### config.mk
export PLATFORM = sky130hd
export DESIGN_NAME = audio_mix_dac_flat
export DESIGN_NICKNAME = d
export VERILOG_FILES = /design/src/rtl/audio_mix_pkg.sv /design/src/rtl/audio_mix_dac_if.sv /design/src/rtl/sigma_delta_dac.sv /design/src/rtl/audio_mix_dac.sv /design/src/flat_wrapper.sv
export SDC_FILE = /design/constraint.sdc
export NUM_CORES = 1
export LEC_CHECK = 0
export ABC_CLOCK_PERIOD_IN_PS = 5300
export CAP_MARGIN = 5
export CORE_MARGIN = 8
export CORE_UTILIZATION = 46
export DETAILED_ROUTE_END_ITERATION = 8
export DONT_BUFFER_PORTS = 1
export HOLD_SLACK_MARGIN = 0.15
export PLACE_DENSITY = 0.69
export SYNTH_ARGS = -nofsm -noshare
export SYNTH_HDL_FRONTEND = slang
export SYNTH_SLANG_ARGS = --single-unit
### constraint.sdc
create_clock -name clk -period 5.3 [get_ports clk]
set_input_delay 1.59 -clock clk [delete_from_list [all_inputs] [get_ports clk]]
set_output_delay 1.59 -clock clk [all_outputs]
set_load 0.01 [all_outputs]
### src/rtl/audio_mix_pkg.sv
// Shared types, constants and elaboration helpers for the audio mixer and its
// per-side 1-bit DACs.
package audio_mix_pkg;

    typedef enum logic [1:0] {
        IDLE  = 2'd0,
        ACCUM = 2'd1,
        CLAMP = 2'd2
    } mix_state_t;

    localparam int DAC_SIGMA_DELTA = 0;
    localparam int DAC_LEAKY_INT   = 1;

    function automatic int clog2(input int value);
        int result;
        int span;
        result = 0;
        span   = 1;
        while (span < value) begin
            span   = span << 1;
            result = result + 1;
        end
        return result;
    endfunction

    // Offset-binary zero: MSB set, everything below clear.
    function automatic logic [31:0] midscale(input int width);
        return 32'd1 << (width - 1);
    endfunction

endpackage

### src/rtl/audio_mix_dac_if.sv
// Sample-source side of the mixer: per-channel PCM/gain/pan inputs, strobes,
// and the mixed PCM, status flags and DAC bitstreams coming back.
interface audio_mix_dac_if #(
    parameter int CHANNELS = 4,
    parameter int SAMPLE_W = 16
);
    logic                         cen_sample;
    logic [CHANNELS*SAMPLE_W-1:0] ch_data;
    logic [CHANNELS*3-1:0]        ch_shift;
    logic [CHANNELS*2-1:0]        ch_pan;
    logic                         clip_clr;

    logic [SAMPLE_W-1:0]          sample_l;
    logic [SAMPLE_W-1:0]          sample_r;
    logic                         sample_valid;
    logic                         busy;
    logic                         overrun;
    logic                         clip_l;
    logic                         clip_r;
    logic                         aud_l;
    logic                         aud_r;

    modport master (
        output cen_sample, ch_data, ch_shift, ch_pan, clip_clr,
        input  sample_l, sample_r, sample_valid, busy, overrun,
               clip_l, clip_r, aud_l, aud_r
    );

    modport slave (
        input  cen_sample, ch_data, ch_shift, ch_pan, clip_clr,
        output sample_l, sample_r, sample_valid, busy, overrun,
               clip_l, clip_r, aud_l, aud_r
    );
endinterface

### src/rtl/sigma_delta_dac.sv
// One-side 1-bit DAC: first-order error-feedback sigma-delta, or the legacy
// leaky-integrator comparator, chosen at elaboration time.
module sigma_delta_dac
    import audio_mix_pkg::*;
#(
    parameter int SAMPLE_W   = 16,
    parameter int DAC_MODE   = DAC_SIGMA_DELTA,
    parameter int LEAK_SHIFT = 7
) (
    input  logic                clk,
    input  logic                reset_n,
    input  logic [SAMPLE_W-1:0] sample,
    output logic                aud
);

    if (DAC_MODE == DAC_SIGMA_DELTA) begin : g_error_feedback
        logic [SAMPLE_W:0] sd;

        // NOTE: state registers use <= so every flop samples pre-edge values,
        // independent of statement order or of other always_ff blocks.
        always_ff @(posedge clk) begin
            if (!reset_n) begin
                sd <= '0;
            end else begin
                sd <= {1'b0, sd[SAMPLE_W-1:0]} + {1'b0, sample};
            end
        end

        // The carry out of the phase accumulator is the bitstream.
        assign aud = sd[SAMPLE_W];
    end else begin : g_leaky_integrator
        localparam int INT_W = 2 * SAMPLE_W;
        localparam logic [INT_W-1:0] STEP = {{(INT_W-1){1'b0}}, 1'b1} << (INT_W - LEAK_SHIFT);

        logic [INT_W-1:0] v;
        logic             below;
        logic             bit_q;

        assign below = v[INT_W-1 -: SAMPLE_W] < sample;

        // Comparator decision is registered so the pin idles low in reset.
        always_ff @(posedge clk) begin
            if (!reset_n) begin
                v     <= '0;
                bit_q <= 1'b0;
            end else begin
                v     <= v - (v >> LEAK_SHIFT) + (below ? STEP : '0);
                bit_q <= below;
            end
        end

        assign aud = bit_q;
    end

endmodule

### src/rtl/audio_mix_dac.sv
// Multi-channel serial mixer: snapshots all channels on cen_sample, applies
// shift-gain and pan one channel per clock, saturates, and feeds two 1-bit DACs.
module audio_mix_dac
    import audio_mix_pkg::*;
#(
    parameter int CHANNELS   = 4,
    parameter int SAMPLE_W   = 16,
    parameter int DAC_MODE   = DAC_SIGMA_DELTA,
    parameter int LEAK_SHIFT = 7
) (
    input  logic           clk,
    input  logic           reset_n,
    audio_mix_dac_if.slave bus
);

    localparam int IDX_W = (CHANNELS > 1) ? clog2(CHANNELS) : 1;
    localparam int ACC_W = SAMPLE_W + 7 + clog2(CHANNELS);
    localparam logic [IDX_W-1:0]        LAST_IDX  = IDX_W'(CHANNELS - 1);
    localparam logic [SAMPLE_W-1:0]     MIDSCALE  = SAMPLE_W'(midscale(SAMPLE_W));
    localparam logic signed [ACC_W-1:0] POS_LIMIT = {{(ACC_W-SAMPLE_W+1){1'b0}}, {(SAMPLE_W-1){1'b1}}};
    localparam logic signed [ACC_W-1:0] NEG_LIMIT = {{(ACC_W-SAMPLE_W+1){1'b1}}, {(SAMPLE_W-1){1'b0}}};

    mix_state_t state;
    logic [IDX_W-1:0] idx;

    logic signed [SAMPLE_W-1:0] snap_data  [CHANNELS];
    logic        [2:0]          snap_shift [CHANNELS];
    logic        [1:0]          snap_pan   [CHANNELS];

    logic signed [ACC_W-1:0] acc_l;
    logic signed [ACC_W-1:0] acc_r;
    logic signed [ACC_W-1:0] term;
    logic        [1:0]       term_pan;
    logic        [SAMPLE_W:0] sat_l;
    logic        [SAMPLE_W:0] sat_r;

    logic [SAMPLE_W-1:0] sample_l_q;
    logic [SAMPLE_W-1:0] sample_r_q;
    logic                sample_valid_q;
    logic                overrun_q;
    logic                clip_l_q;
    logic                clip_r_q;
    logic                accept;

    // Returns {clip, offset-binary sample}.
    function automatic logic [SAMPLE_W:0] saturate(input logic signed [ACC_W-1:0] acc);
        if (acc > POS_LIMIT) begin
            return {1'b1, {SAMPLE_W{1'b1}}};
        end else if (acc < NEG_LIMIT) begin
            return {1'b1, {SAMPLE_W{1'b0}}};
        end else begin
            return {1'b0, ~acc[SAMPLE_W-1], acc[SAMPLE_W-2:0]};
        end
    endfunction

    assign accept = (state == IDLE) && bus.cen_sample;

    // NOTE: the snapshot bank is always written before it is read, so it
    // carries no reset; only control state and visible outputs are reset.
    always_ff @(posedge clk) begin
        if (accept) begin
            for (int i = 0; i < CHANNELS; i++) begin
                snap_data[i]  <= bus.ch_data[i*SAMPLE_W +: SAMPLE_W];
                snap_shift[i] <= bus.ch_shift[i*3 +: 3];
                snap_pan[i]   <= bus.ch_pan[i*2 +: 2];
            end
        end
    end

    // NOTE: every always_comb output gets a value on every path, so no
    // latches are inferred.
    always_comb begin
        term     = {{(ACC_W-SAMPLE_W){snap_data[idx][SAMPLE_W-1]}}, snap_data[idx]} <<< snap_shift[idx];
        term_pan = snap_pan[idx];
        sat_l    = saturate(acc_l);
        sat_r    = saturate(acc_r);
    end

    always_ff @(posedge clk) begin
        if (!reset_n) begin
            state          <= IDLE;
            idx            <= '0;
            acc_l          <= '0;
            acc_r          <= '0;
            sample_l_q     <= MIDSCALE;
            sample_r_q     <= MIDSCALE;
            sample_valid_q <= 1'b0;
            overrun_q      <= 1'b0;
            clip_l_q       <= 1'b0;
            clip_r_q       <= 1'b0;
        end else begin
            sample_valid_q <= 1'b0;
            overrun_q      <= bus.cen_sample && (state != IDLE);
            clip_l_q       <= clip_l_q && !bus.clip_clr;
            clip_r_q       <= clip_r_q && !bus.clip_clr;

            case (state)
                IDLE: begin
                    if (bus.cen_sample) begin
                        acc_l <= '0;
                        acc_r <= '0;
                        idx   <= '0;
                        state <= ACCUM;
                    end
                end
                ACCUM: begin
                    if (term_pan[0]) acc_l <= acc_l + term;
                    if (term_pan[1]) acc_r <= acc_r + term;
                    if (idx == LAST_IDX) begin
                        state <= CLAMP;
                    end else begin
                        idx <= idx + IDX_W'(1);
                    end
                end
                CLAMP: begin
                    sample_l_q     <= sat_l[SAMPLE_W-1:0];
                    sample_r_q     <= sat_r[SAMPLE_W-1:0];
                    sample_valid_q <= 1'b1;
                    // Placed after the clear above so a same-cycle clip wins.
                    if (sat_l[SAMPLE_W]) clip_l_q <= 1'b1;
                    if (sat_r[SAMPLE_W]) clip_r_q <= 1'b1;
                    state          <= IDLE;
                end
                default: state <= IDLE;
            endcase
        end
    end

    assign bus.sample_l     = sample_l_q;
    assign bus.sample_r     = sample_r_q;
    assign bus.sample_valid = sample_valid_q;
    assign bus.busy         = (state != IDLE);
    assign bus.overrun      = overrun_q;
    assign bus.clip_l       = clip_l_q;
    assign bus.clip_r       = clip_r_q;

    sigma_delta_dac #(
        .SAMPLE_W   (SAMPLE_W),
        .DAC_MODE   (DAC_MODE),
        .LEAK_SHIFT (LEAK_SHIFT)
    ) u_dac_l (
        .clk     (clk),
        .reset_n (reset_n),
        .sample  (sample_l_q),
        .aud     (bus.aud_l)
    );

    sigma_delta_dac #(
        .SAMPLE_W   (SAMPLE_W),
        .DAC_MODE   (DAC_MODE),
        .LEAK_SHIFT (LEAK_SHIFT)
    ) u_dac_r (
        .clk     (clk),
        .reset_n (reset_n),
        .sample  (sample_r_q),
        .aud     (bus.aud_r)
    );

endmodule

### src/flat_wrapper.sv
// flat-port wrapper written by rule: the top's interface ports become plain ports
module audio_mix_dac_flat import audio_mix_pkg::*;
#(
    parameter int CHANNELS   = 4,
    parameter int SAMPLE_W   = 16,
    parameter int DAC_MODE   = DAC_SIGMA_DELTA,
    parameter int LEAK_SHIFT = 7
)
  (clk, reset_n, bus_cen_sample, bus_ch_data, bus_ch_shift, bus_ch_pan, bus_clip_clr, bus_sample_l, bus_sample_r, bus_sample_valid, bus_busy, bus_overrun, bus_clip_l, bus_clip_r, bus_aud_l, bus_aud_r);
  audio_mix_dac_if #(.CHANNELS(CHANNELS), .SAMPLE_W(SAMPLE_W)) bus_i ();
  input  logic clk;
  input  logic reset_n;
  input wire logic [$bits(bus_i.cen_sample)-1:0] bus_cen_sample;
  input wire logic [$bits(bus_i.ch_data)-1:0] bus_ch_data;
  input wire logic [$bits(bus_i.ch_shift)-1:0] bus_ch_shift;
  input wire logic [$bits(bus_i.ch_pan)-1:0] bus_ch_pan;
  input wire logic [$bits(bus_i.clip_clr)-1:0] bus_clip_clr;
  output wire logic [$bits(bus_i.sample_l)-1:0] bus_sample_l;
  output wire logic [$bits(bus_i.sample_r)-1:0] bus_sample_r;
  output wire logic [$bits(bus_i.sample_valid)-1:0] bus_sample_valid;
  output wire logic [$bits(bus_i.busy)-1:0] bus_busy;
  output wire logic [$bits(bus_i.overrun)-1:0] bus_overrun;
  output wire logic [$bits(bus_i.clip_l)-1:0] bus_clip_l;
  output wire logic [$bits(bus_i.clip_r)-1:0] bus_clip_r;
  output wire logic [$bits(bus_i.aud_l)-1:0] bus_aud_l;
  output wire logic [$bits(bus_i.aud_r)-1:0] bus_aud_r;
  assign bus_i.cen_sample = bus_cen_sample;
  assign bus_i.ch_data = bus_ch_data;
  assign bus_i.ch_shift = bus_ch_shift;
  assign bus_i.ch_pan = bus_ch_pan;
  assign bus_i.clip_clr = bus_clip_clr;
  assign bus_sample_l = bus_i.sample_l;
  assign bus_sample_r = bus_i.sample_r;
  assign bus_sample_valid = bus_i.sample_valid;
  assign bus_busy = bus_i.busy;
  assign bus_overrun = bus_i.overrun;
  assign bus_clip_l = bus_i.clip_l;
  assign bus_clip_r = bus_i.clip_r;
  assign bus_aud_l = bus_i.aud_l;
  assign bus_aud_r = bus_i.aud_r;
  audio_mix_dac #(.CHANNELS(CHANNELS), .SAMPLE_W(SAMPLE_W), .DAC_MODE(DAC_MODE), .LEAK_SHIFT(LEAK_SHIFT)) u_core (.clk(clk), .reset_n(reset_n), .bus(bus_i));
endmodule
Word-level counts from Yosys, hierarchy flattened --
Memory sizes are Yosys's and may differ from the RTL's. A register that Yosys moved wholly into a read port is not among the register bits. Cells that the tools add are included.
Storage, ports and cells: register bits after elaboration 124, latch bits 0, RAM bits 84, bits in read-only memories 0, bits of input ports 88, word-level logic and storage cells 75, memories kept 3
Memories:
- u_core.snap_data | depth 4, bits a word 16, rd ports 1, clocked after memory_dff 1, wr ports 4, RTL line audio_mix_dac.sv:26 | logic signed [SAMPLE_W-1:0] snap_data [CHANNELS];
- u_core.snap_shift | depth 4, bits a word 3, rd ports 1, clocked after memory_dff 1, wr ports 4, RTL line audio_mix_dac.sv:27 | logic [2:0] snap_shift [CHANNELS];
- u_core.snap_pan | depth 4, bits a word 2, rd ports 1, clocked after memory_dff 1, wr ports 4, RTL line audio_mix_dac.sv:28 | logic [1:0] snap_pan [CHANNELS];
Operators by class: $add $sub $neg 5, multipliers 0, div/mod/pow operators 0, magnitude comparators 4, equal/unequal tests 8, shift operators 1, mux-type cells 28, bitwise gates (word level) 2, reduce and logical (&&, ||, !) cells 12
Operators with widths (count):
- $pmux 25 s2 | 2
- $mux 25 | 3
- $mux 17 | 4
- $add 25x25->25 | 2
- $gt 25x16->1 const B | 2
- $lt 25x16->1 const B | 2
- $add 16x16->17 | 2
- $sshl 25x3->25 | 1
- $mux 2 | 10
- $reduce_and 3->1 | 3
- $pmux 2 s2 | 2
- $mux 1 | 7
- $ne 2x1->1 const B | 3
- $eq 2x2->1 const B | 2
- $logic_and 1x1->1 | 4
- $ne 2x2->1 const B | 2
- $reduce_bool 2->1 | 2
- $add 2x1->2 const B | 1
- $eq 2x1->1 const B | 1
- $logic_not 2->1 | 1
- $not 1->1 | 2
- $reduce_and 2->1 | 1
- $logic_not 1->1 | 1

Depth between registers and ports, before layout --
Gate-level depths: netlist of run 1.
depth in word-level cells 5, depth in mapped cells 21, gate-level depth less buffers 18

Modules after synthesis --
A second synthesis of run 1 with hierarchy kept.
Unflattened totals: cell total of the unflattened synthesis 1228, area total of the unflattened synthesis 12055.3 sq um
By module, submodules not included:
- audio_mix_dac | times used 1, cells an instance 960, area each 9633.0 sq um, seq. area each 4364.2 sq um
- sigma_delta_dac | times used 2, cells an instance 134, area each 1211.2 sq um, seq. area each 340.3 sq um

Worst setup path before layout of run 1 --
OpenSTA, ideal clock, no wires.
path type register to register, start register with a tool-made name, end register u_core.acc_r[23], data arrival time 4.187 ns, slack 0.995 ns, stages on the path, launching flop included 22, path buffers 3, cell sequence dfxtp_1 buf_6 buf_2 buf_1 mux4_2 mux2i_1 mux2i_1 nand2_1 nand2_1 ha_1 a21o_1 a21oi_1 o21bai_1 nor3_1 a21o_1 o211ai_1 o211ai_1 o21ai_1 a211oi_1 a21oi_1 xnor2_1 o21ai_1
RTL lines:
- end signal, assigned | RTL line audio_mix_dac.sv:108 | if (term_pan[1]) acc_r <= acc_r + term;
- end, declared | RTL line audio_mix_dac.sv:31 | logic signed [ACC_W-1:0] acc_r;

==> metrics.log, run 1 <==
INFO  metric tritoncts_clock_tree = done
INFO  metric ys_async_sr_fraction = 0%
INFO  metric total_buffers_and_inverters_traversed_by_the_critical_path = 0
INFO  metric path_depth_of_the_worst_reg2reg_path = 15
INFO  metric dr.pass1.iters = 5
INFO  metric vdd_ir_drop_max = 304 uV
INFO  metric die-width = 172 um
INFO  metric skew = 0.0272 ns
INFO  metric timing.hold.worst.class = register to register
INFO  metric rsz0062_at_grt = false
INFO  metric worst_slew_pin_slew = 0.950 ns
INFO  metric finalNonFillerCells = 1482
INFO  metric synth-compound-area-share = 16.1%
INFO  metric floorplan.initialDensity = 46.3%
INFO  metric mappedNetlistArea = 0.0112 sq mm
INFO  metric setup_viol = 0
INFO  metric max_stage_delay = 0.81 ns
INFO  metric postSynthAreaPerCell = 9.73 sq um
INFO  metric arrival = 5.09 ns
INFO  metric drive_gt1_share = 8.38%
INFO  metric detail_route.vias_per_cell = 5.63
INFO  metric multi_input_gate_area_in_the_final_layout = 0.00579 sq mm
INFO  metric critical_path.startpoint_type = register
INFO  metric worstSkewPairLatency = 0.52 ns
INFO  metric worst_setup_path_class = register to register
INFO  metric cp.required = 5.73 ns
INFO  metric power.static_leakage = 4.85 nW
INFO  metric post_synth_main_area_contributors = sky130_fd_sc_hd__dfxtp_1 23%, sky130_fd_sc_hd__edfxtp_1 23%, sky130_fd_sc_hd__ha_1 8.9%
INFO  metric drt-wirelength-per-cell = 17.3 um
INFO  metric clk_pin_slew = 0.06 ns
INFO  metric final.fill_count = 2210
INFO  metric outcome = completed
INFO  metric grt_pass1_wl = 41300 um
INFO  metric max_freq = 215 MHz
INFO  metric cts-resized-gates = 0
INFO  metric path_depth = 15
INFO  metric critical_path.top_delay_family = compound AO/OA/AOI/OAI gates
INFO  metric fin_crit = 4.66 ns
INFO  metric finalHoldViolCount = 0
INFO  metric cts-hold-fix-buffers = 0
INFO  metric number_of_instances_in_the_synthesized_netlist = 1148
INFO  metric yosys-mux-area-fraction = 7.32%
INFO  metric seq_area = 0.00504 sq mm
INFO  metric htree_levels = 1
INFO  metric drt_wl_total = 25700 um
INFO  metric yosys.area_share.xor_xnor = 4.31%
INFO  metric grt_overflow = 0
INFO  metric remaining_drc_errors = 0
INFO  metric synth-simple-area-share = 14.5%
INFO  metric synth_largest_area_cell = sky130_fd_sc_hd__dfxtp_1
INFO  metric synthDominantCellAreaShare = 22.6%
INFO  metric critical_path.slowest_cell = sky130_fd_sc_hd__mux4_2
INFO  metric grt_overall_usage = 17.3%
INFO  metric max-slew-margin-rel = 36.3%
INFO  metric cts_root_buf = sky130_fd_sc_hd__clkbuf_16
INFO  metric remaining_antenna_violation_count = 0
INFO  metric dieHeight = 172 um
INFO  metric synth.yosys.seq_area_share = 45.2%
INFO  metric syn-num-nets = 1317
INFO  metric synth.lib_cells_used.distinct = 72
INFO  metric placer_congestion = 0.888
INFO  metric crit_top_cell = sky130_fd_sc_hd__a21oi_1
INFO  metric yosys.cell_count.top_type = sky130_fd_sc_hd__dfxtp_1
INFO  metric io_buffers = 0
INFO  metric detailed_place_hpwl = 19000 um
INFO  metric critical_path_maximum_fanout = 20
INFO  metric dr_total_vias = 8349
INFO  metric worstHoldPathCells = 2
INFO  metric rows = 57
INFO  metric cap_viol_max_count = 0
INFO  metric synthToLayoutAreaGrowth = 9.67%
INFO  metric post_cts_buffers = 0
INFO  metric floorplan.core_area = 0.0241 sq mm
INFO  metric drt-initial-drc-count = 467
INFO  metric synth-edff-count = 84
INFO  metric clockBufferDepth = 3
INFO  metric final_min_period_over_clock_period = 87.9%
INFO  metric first_global_vias = 7982
INFO  metric setup.worst_path.end_class = register
INFO  metric synth-seq-cells = 210
INFO  metric clock-sinks = 210
INFO  metric die-area = 0.0295 sq mm
INFO  metric power_density = 336 mW/mm^2
INFO  metric ioPinCount = 127
INFO  metric dominant_combinational_cell_family_by_area_after_synthesis = compound AO/OA/AOI/OAI gates
INFO  metric finalSetupTns = 0 ns
INFO  metric crit_path_cell_trace = mux4_2 -> mux2i_1 -> mux2_4 -> o21ai_0 -> ha_1 -> a21o_1 -> a21oi_1 -> o21ai_0 -> a21oi_1 -> o211ai_2 -> a41oi_1 -> a21oi_1 -> xnor2_1 -> or3_1 -> a31oi_1
INFO  metric synthAdderAreaFrac = 9.50%
INFO  metric finalMaxSlewViolations = 0
INFO  metric grt_antenna_before_repair = 2
INFO  metric placed_cells = 1440
INFO  metric finish.net_count = 1310
INFO  metric cts-buffers-inserted = 23
INFO  metric synth_ff_type = sky130_fd_sc_hd__dfxtp_1
INFO  metric synth_commonest_cells = 126 x sky130_fd_sc_hd__dfxtp_1, 116 x sky130_fd_sc_hd__nor2_1, 105 x sky130_fd_sc_hd__a21oi_1, 105 x sky130_fd_sc_hd__nand2_1, 84 x sky130_fd_sc_hd__edfxtp_1
INFO  metric synth-warning-count = 0
INFO  metric grt_start_max_net_pins = 59
==> final timing paths <==
check                                                     end                    startpoint  slack [ns]
worst min register to register   u_core.acc_l[9]$_SDFFE_PN0P_  u_core.acc_l[9]$_SDFFE_PN0P_        0.49
worst max-delay path            u_core.acc_r[24]$_SDFFE_PN0P_                      register        0.64
worst min-delay path             u_core.acc_l[9]$_SDFFE_PN0P_  u_core.acc_l[9]$_SDFFE_PN0P_        0.49
worst max register to register  u_core.acc_r[24]$_SDFFE_PN0P_                      register        0.64
==> logic make-up after synthesis <==
family / count (synthesis)
adder cells (fa/ha/maj): 84
AO/OA/AOI/OAI: 305
flip-flops: 210
AND/OR/NAND/NOR: 354
buffers and inverters: 85
XOR/XNOR: 55
multiplexers: 55
==> area by class of cell <==
cell class / count / area share, %
clock inverters: 15 / 1.10
clock buffers: 26 / 4.96
well taps: 324 / 3.31
flip-flops and latches: 210 / 41.2
diodes: 1 / 0.0204
repair buffers: 15 / 0.920
inverters: 38 / 1.18
multi-input cells: 853 / 47.3
==> layout by cell type, fill, tap and decap left out, drive strengths merged, types with 28 or more instances in the layout <==
master  Yosys  layout
ha         79      79
xnor2      37      37
nor2      117     117
nand3      29      29
o21ai      96      96
inv        37      36
nand2     105     105
dfxtp     126     126
a21oi     105     105
mux2i      28      28
edfxtp     84      84
==> power by group <==
part / switching, mW / leakage [nW] / internal [mW]
combinational: 0.445 / 2.67 / 0.294
sequential: 0.0426 / 1.82 / 1.76
clock: 0.654 / 0.352 / 0.919
==> worst reg2reg max path, cell delays in order (launching register included) <==
cell,delay [ns]
sky130_fd_sc_hd__dfxtp_1,0.51
sky130_fd_sc_hd__mux4_2,0.81
sky130_fd_sc_hd__mux2i_1,0.25
sky130_fd_sc_hd__mux2_4,0.34
sky130_fd_sc_hd__o21ai_0,0.43
sky130_fd_sc_hd__ha_1,0.39
sky130_fd_sc_hd__a21o_1,0.20
sky130_fd_sc_hd__a21oi_1,0.22
sky130_fd_sc_hd__o21ai_0,0.11
sky130_fd_sc_hd__a21oi_1,0.21
sky130_fd_sc_hd__o211ai_2,0.16
sky130_fd_sc_hd__a41oi_1,0.26
sky130_fd_sc_hd__a21oi_1,0.11
sky130_fd_sc_hd__xnor2_1,0.15
sky130_fd_sc_hd__or3_1,0.32
sky130_fd_sc_hd__a31oi_1,0.12
==> metal layers <==
metal / up-vias / GRT usage [%] / wire length [um]
met1: 3865 / 22.8 / 11600
li1: 4182 / - / -
met5: - / 0 / 13
met4: 2 / 4.69 / 555
met2: 263 / 27.2 / 11200
met3: 37 / 5.37 / 2410
==> registers in the layout, summed over array words and instances (netlist names), named ones only <==
signal,flops
u_core.bus.overrun,1
u_core.snap_shift,12
u_core.acc_r,25
u_core.bus.sample_l,16
u_core.u_dac_l.g_error_feedback.sd,17
u_core.snap_pan,8
u_core.bus.clip_r,1
u_core.u_dac_r.g_error_feedback.sd,17
u_core.state,2
u_core.bus.sample_valid,1
u_core.bus.clip_l,1
u_core.bus.sample_r,16
u_core.snap_data,64
u_core.idx,2
u_core.acc_l,25
==> through the flow <==
| step | total power [mW] | setup slack (ns) | hold slack [ns] | area [sq um] | utilization (%) |
|---|---|---|---|---|---|
| after floorplan | 2.41 | 0.995 | 0.443 | 11200 | - |
| after global placement | 2.56 | 0.739 | 0.473 | 11500 | 47.7 |
| after detailed placement | 2.57 | 0.708 | 0.483 | 11500 | 47.7 |
| after CTS | 4.15 | 0.665 | 0.492 | 12200 | 50.8 |
| after global routing | 4.29 | 0.288 | 0.509 | 12200 | 50.8 |
| final | 4.11 | 0.642 | 0.491 | 12200 | 50.8 |
Power figures use the tool's default switching activity.
==> run 2: changes to the inputs <==
--- a/config.mk
+++ b/config.mk
@@ -12,6 +12,7 @@
 export DETAILED_ROUTE_END_ITERATION = 8
 export DONT_BUFFER_PORTS = 1
 export HOLD_SLACK_MARGIN = 0.15
+export MAX_ROUTING_LAYER = met4
 export PLACE_DENSITY = 0.69
 export SYNTH_ARGS = -nofsm -noshare
 export SYNTH_HDL_FRONTEND = slang
==> metrics.log, run 2 (synthesized netlist as in run 1, its figures left out) <==
INFO  metric outcome = completed (unchanged)
INFO  metric detailed_place_hpwl = 19300 um (was 19000 um)
INFO  metric arrival = 5.08 ns (was 5.09 ns)
INFO  metric power_density = 341 mW/mm^2 (was 336 mW/mm^2)
INFO  metric ioPinCount = 127 (unchanged)
INFO  metric grt_antenna_before_repair = 3 (was 2)
INFO  metric floorplan.core_area = 0.0241 sq mm (unchanged)
INFO  metric placed_cells = 1440 (unchanged)
INFO  metric finalNonFillerCells = 1482 (unchanged)
INFO  metric flip_flop_count_of_the_largest_register_all_copies_and_words_added = 64 (unchanged)
INFO  metric dr.pass1.iters = 6 (was 5)
INFO  metric critical_path_maximum_fanout = 20 (unchanged)
INFO  metric placement.cell_area = 0.0115 sq mm (unchanged)
INFO  metric die-width = 172 um (unchanged)
INFO  metric worstSkewPairLatency = 0.51 ns (was 0.52 ns)
INFO  metric cts-resized-gates = 0 (unchanged)
INFO  metric clockBufferDepth = 3 (unchanged)
INFO  metric remaining_antenna_violation_count = 0 (unchanged)
INFO  metric synthToLayoutAreaGrowth = 9.95% (was 9.67%)
INFO  metric max_freq = 215 MHz (about the same)
INFO  metric setup_viol = 0 (unchanged)
INFO  metric final_util = 50.9% (was 50.8%)
INFO  metric finalMaxSlewViolations = 0 (unchanged)
INFO  metric tritoncts_clock_tree = done (unchanged)
INFO  metric power.static_leakage = 4.86 nW (was 4.85 nW)
INFO  metric critical_path.startpoint_type = register (unchanged)
INFO  metric timing.final.ws_setup = 0.646 ns (was 0.642 ns)
INFO  metric setup.worst_path.end_class = register (unchanged)
INFO  metric cap_viol_max_count = 0 (unchanged)
INFO  metric dieHeight = 172 um (unchanged)
INFO  metric post-route-cell-area = 0.0123 sq mm (was 0.0122 sq mm)
INFO  metric dr_total_vias = 8375 (was 8349)
INFO  metric grt_overflow = 0 (unchanged)
INFO  metric biggestRegsByFlops = u_core.snap_data (64), u_core.acc_l (25), u_core.acc_r (25) (unchanged)
INFO  metric cp.required = 5.73 ns (about the same)
INFO  metric max-slew-margin-rel = 24.9% (was 36.3%)
INFO  metric total_chip_power = 4.19 mW (was 4.11 mW)
INFO  metric timing.hold.worst.class = register to register (unchanged)
INFO  metric worst_slew_pin_slew = 1.12 ns (was 0.950 ns)
INFO  metric placer_congestion = 0.891 (was 0.888)
INFO  metric rows = 57 (unchanged)
INFO  metric layout_commonest_cell = sky130_fd_sc_hd__dfxtp_1 (unchanged)
INFO  metric post_cts_buffers = 0 (unchanged)
INFO  metric final.fill_count = 2245 (was 2210)
INFO  metric clk_pin_slew = 0.07 ns (was 0.06 ns)
INFO  metric finalSetupTns = 0 ns (unchanged)
INFO  metric skew = 0.0159 ns (was 0.0272 ns)
INFO  metric detail_route.vias_per_cell = 5.65 (was 5.63)
INFO  metric htree_levels = 1 (unchanged)
INFO  metric rsz0062_at_grt = false (unchanged)
INFO  metric die-area = 0.0295 sq mm (unchanged)
INFO  metric register_name_with_the_most_flops = u_core.snap_data (unchanged)
INFO  metric grt_pass1_wl = 41000 um (was 41300 um)
INFO  metric preCtsSetupSlack = 0.715 ns (was 0.708 ns)
INFO  metric worst_setup_path_class = register to register (unchanged)
INFO  metric io_buffers = 0 (unchanged)
INFO  metric first_global_vias = 8060 (was 7982)
INFO  metric drt-wirelength-per-cell = 17.5 um (was 17.3 um)
INFO  metric vdd_ir_drop_max = 315 uV (was 304 uV)
INFO  metric drive_gt1_share = 8.14% (was 8.38%)
INFO  metric grt_overall_usage = 17.8% (was 17.3%)
INFO  metric whs = 0.481 ns (was 0.491 ns)
INFO  metric cts-hold-fix-buffers = 0 (unchanged)
INFO  metric clock-sinks = 210 (unchanged)
INFO  metric finish.net_count = 1310 (unchanged)
INFO  metric fin_crit = 4.65 ns (was 4.66 ns)
INFO  metric final_cell_mix = 126 x sky130_fd_sc_hd__dfxtp_1, 116 x sky130_fd_sc_hd__nor2_1, 105 x sky130_fd_sc_hd__a21oi_1, 105 x sky130_fd_sc_hd__nand2_1, 84 x sky130_fd_sc_hd__edfxtp_1 (unchanged)
INFO  metric cts_root_buf = sky130_fd_sc_hd__clkbuf_16 (unchanged)
INFO  metric drt_wl_total = 25900 um (was 25700 um)
INFO  metric drt-initial-drc-count = 478 (was 467)
INFO  metric cts-buffers-inserted = 23 (unchanged)
INFO  metric remaining_drc_errors = 0 (unchanged)
INFO  metric final_min_period_over_clock_period = 87.8% (was 87.9%)
INFO  metric floorplan.initialDensity = 46.3% (unchanged)
INFO  metric grt_start_max_net_pins = 59 (unchanged)
INFO  metric finalHoldViolCount = 0 (unchanged)
-- run 2: changes by cell type in the layout (fill, tap and decap cells not counted) --
cell                         delta
sky130_fd_sc_hd__bufinv_16      +2
sky130_fd_sc_hd__clkbuf_1       +3
sky130_fd_sc_hd__clkinvlp_4     -3
sky130_fd_sc_hd__clkbuf_8       -1
sky130_fd_sc_hd__clkinv_1       -2
sky130_fd_sc_hd__clkinv_4       +1
sky130_fd_sc_hd__clkinv_2       -2
sky130_fd_sc_hd__diode_2        +2
-- run 2: per-layer routing --
metal | up-vias | GRT usage, % | part of all wire (%)
met3 | 47 | 4.98 | 8.2
li1 | 4175 | - | -
met2 | 269 | 27.2 | 44
met5 | - | - | 0
met4 | 0 | 4.61 | 2.3
met1 | 3884 | 22.8 | 46
-- run 2: final timing paths --
kind,from,to,slack (ns),cells past startpoint
setup / recovery,register,u_core.acc_r[24]$_SDFFE_PN0P_,0.65,15
hold / removal,u_core.acc_l[10]$_SDFFE_PN0P_,u_core.acc_l[10]$_SDFFE_PN0P_,0.48,2
setup reg to reg,register,u_core.acc_r[24]$_SDFFE_PN0P_,0.65,15
hold reg to reg,u_core.acc_l[10]$_SDFFE_PN0P_,u_core.acc_l[10]$_SDFFE_PN0P_,0.48,2
-- run 2: area by class of cell --
cell class | instances | area, sq um | area share (%)
clock inverters | 11 | 164 | 1.34
inverters | 38 | 144 | 1.17
flip-flops and latches | 210 | 5040 | 41.1
repair buffers | 15 | 113 | 0.917
multi-input cells | 853 | 5790 | 47.2
clock buffers | 28 | 604 | 4.92
well taps | 324 | 405 | 3.30
diodes | 3 | 7.51 | 0.0612
-- run 2: worst max-delay path: stages, from the launching register on --
cell                       delay, ns
sky130_fd_sc_hd__dfxtp_1        0.50
sky130_fd_sc_hd__mux4_2         0.81
sky130_fd_sc_hd__mux2i_1        0.23
sky130_fd_sc_hd__mux2_4         0.34
sky130_fd_sc_hd__o21ai_0        0.40
sky130_fd_sc_hd__ha_1           0.39
sky130_fd_sc_hd__a21o_1         0.20
sky130_fd_sc_hd__a21oi_1        0.23
sky130_fd_sc_hd__o21ai_0        0.12
sky130_fd_sc_hd__a21oi_1        0.21
sky130_fd_sc_hd__o211ai_2       0.16
sky130_fd_sc_hd__a41oi_1        0.27
sky130_fd_sc_hd__a21oi_1        0.12
sky130_fd_sc_hd__xnor2_1        0.15
sky130_fd_sc_hd__or3_1          0.31
sky130_fd_sc_hd__a31oi_1        0.13
-- run 2: where the power goes --
group	internal, mW	switching (mW)
Clock	1.00	0.638
Combinational	0.295	0.446
Sequential	1.76	0.0438
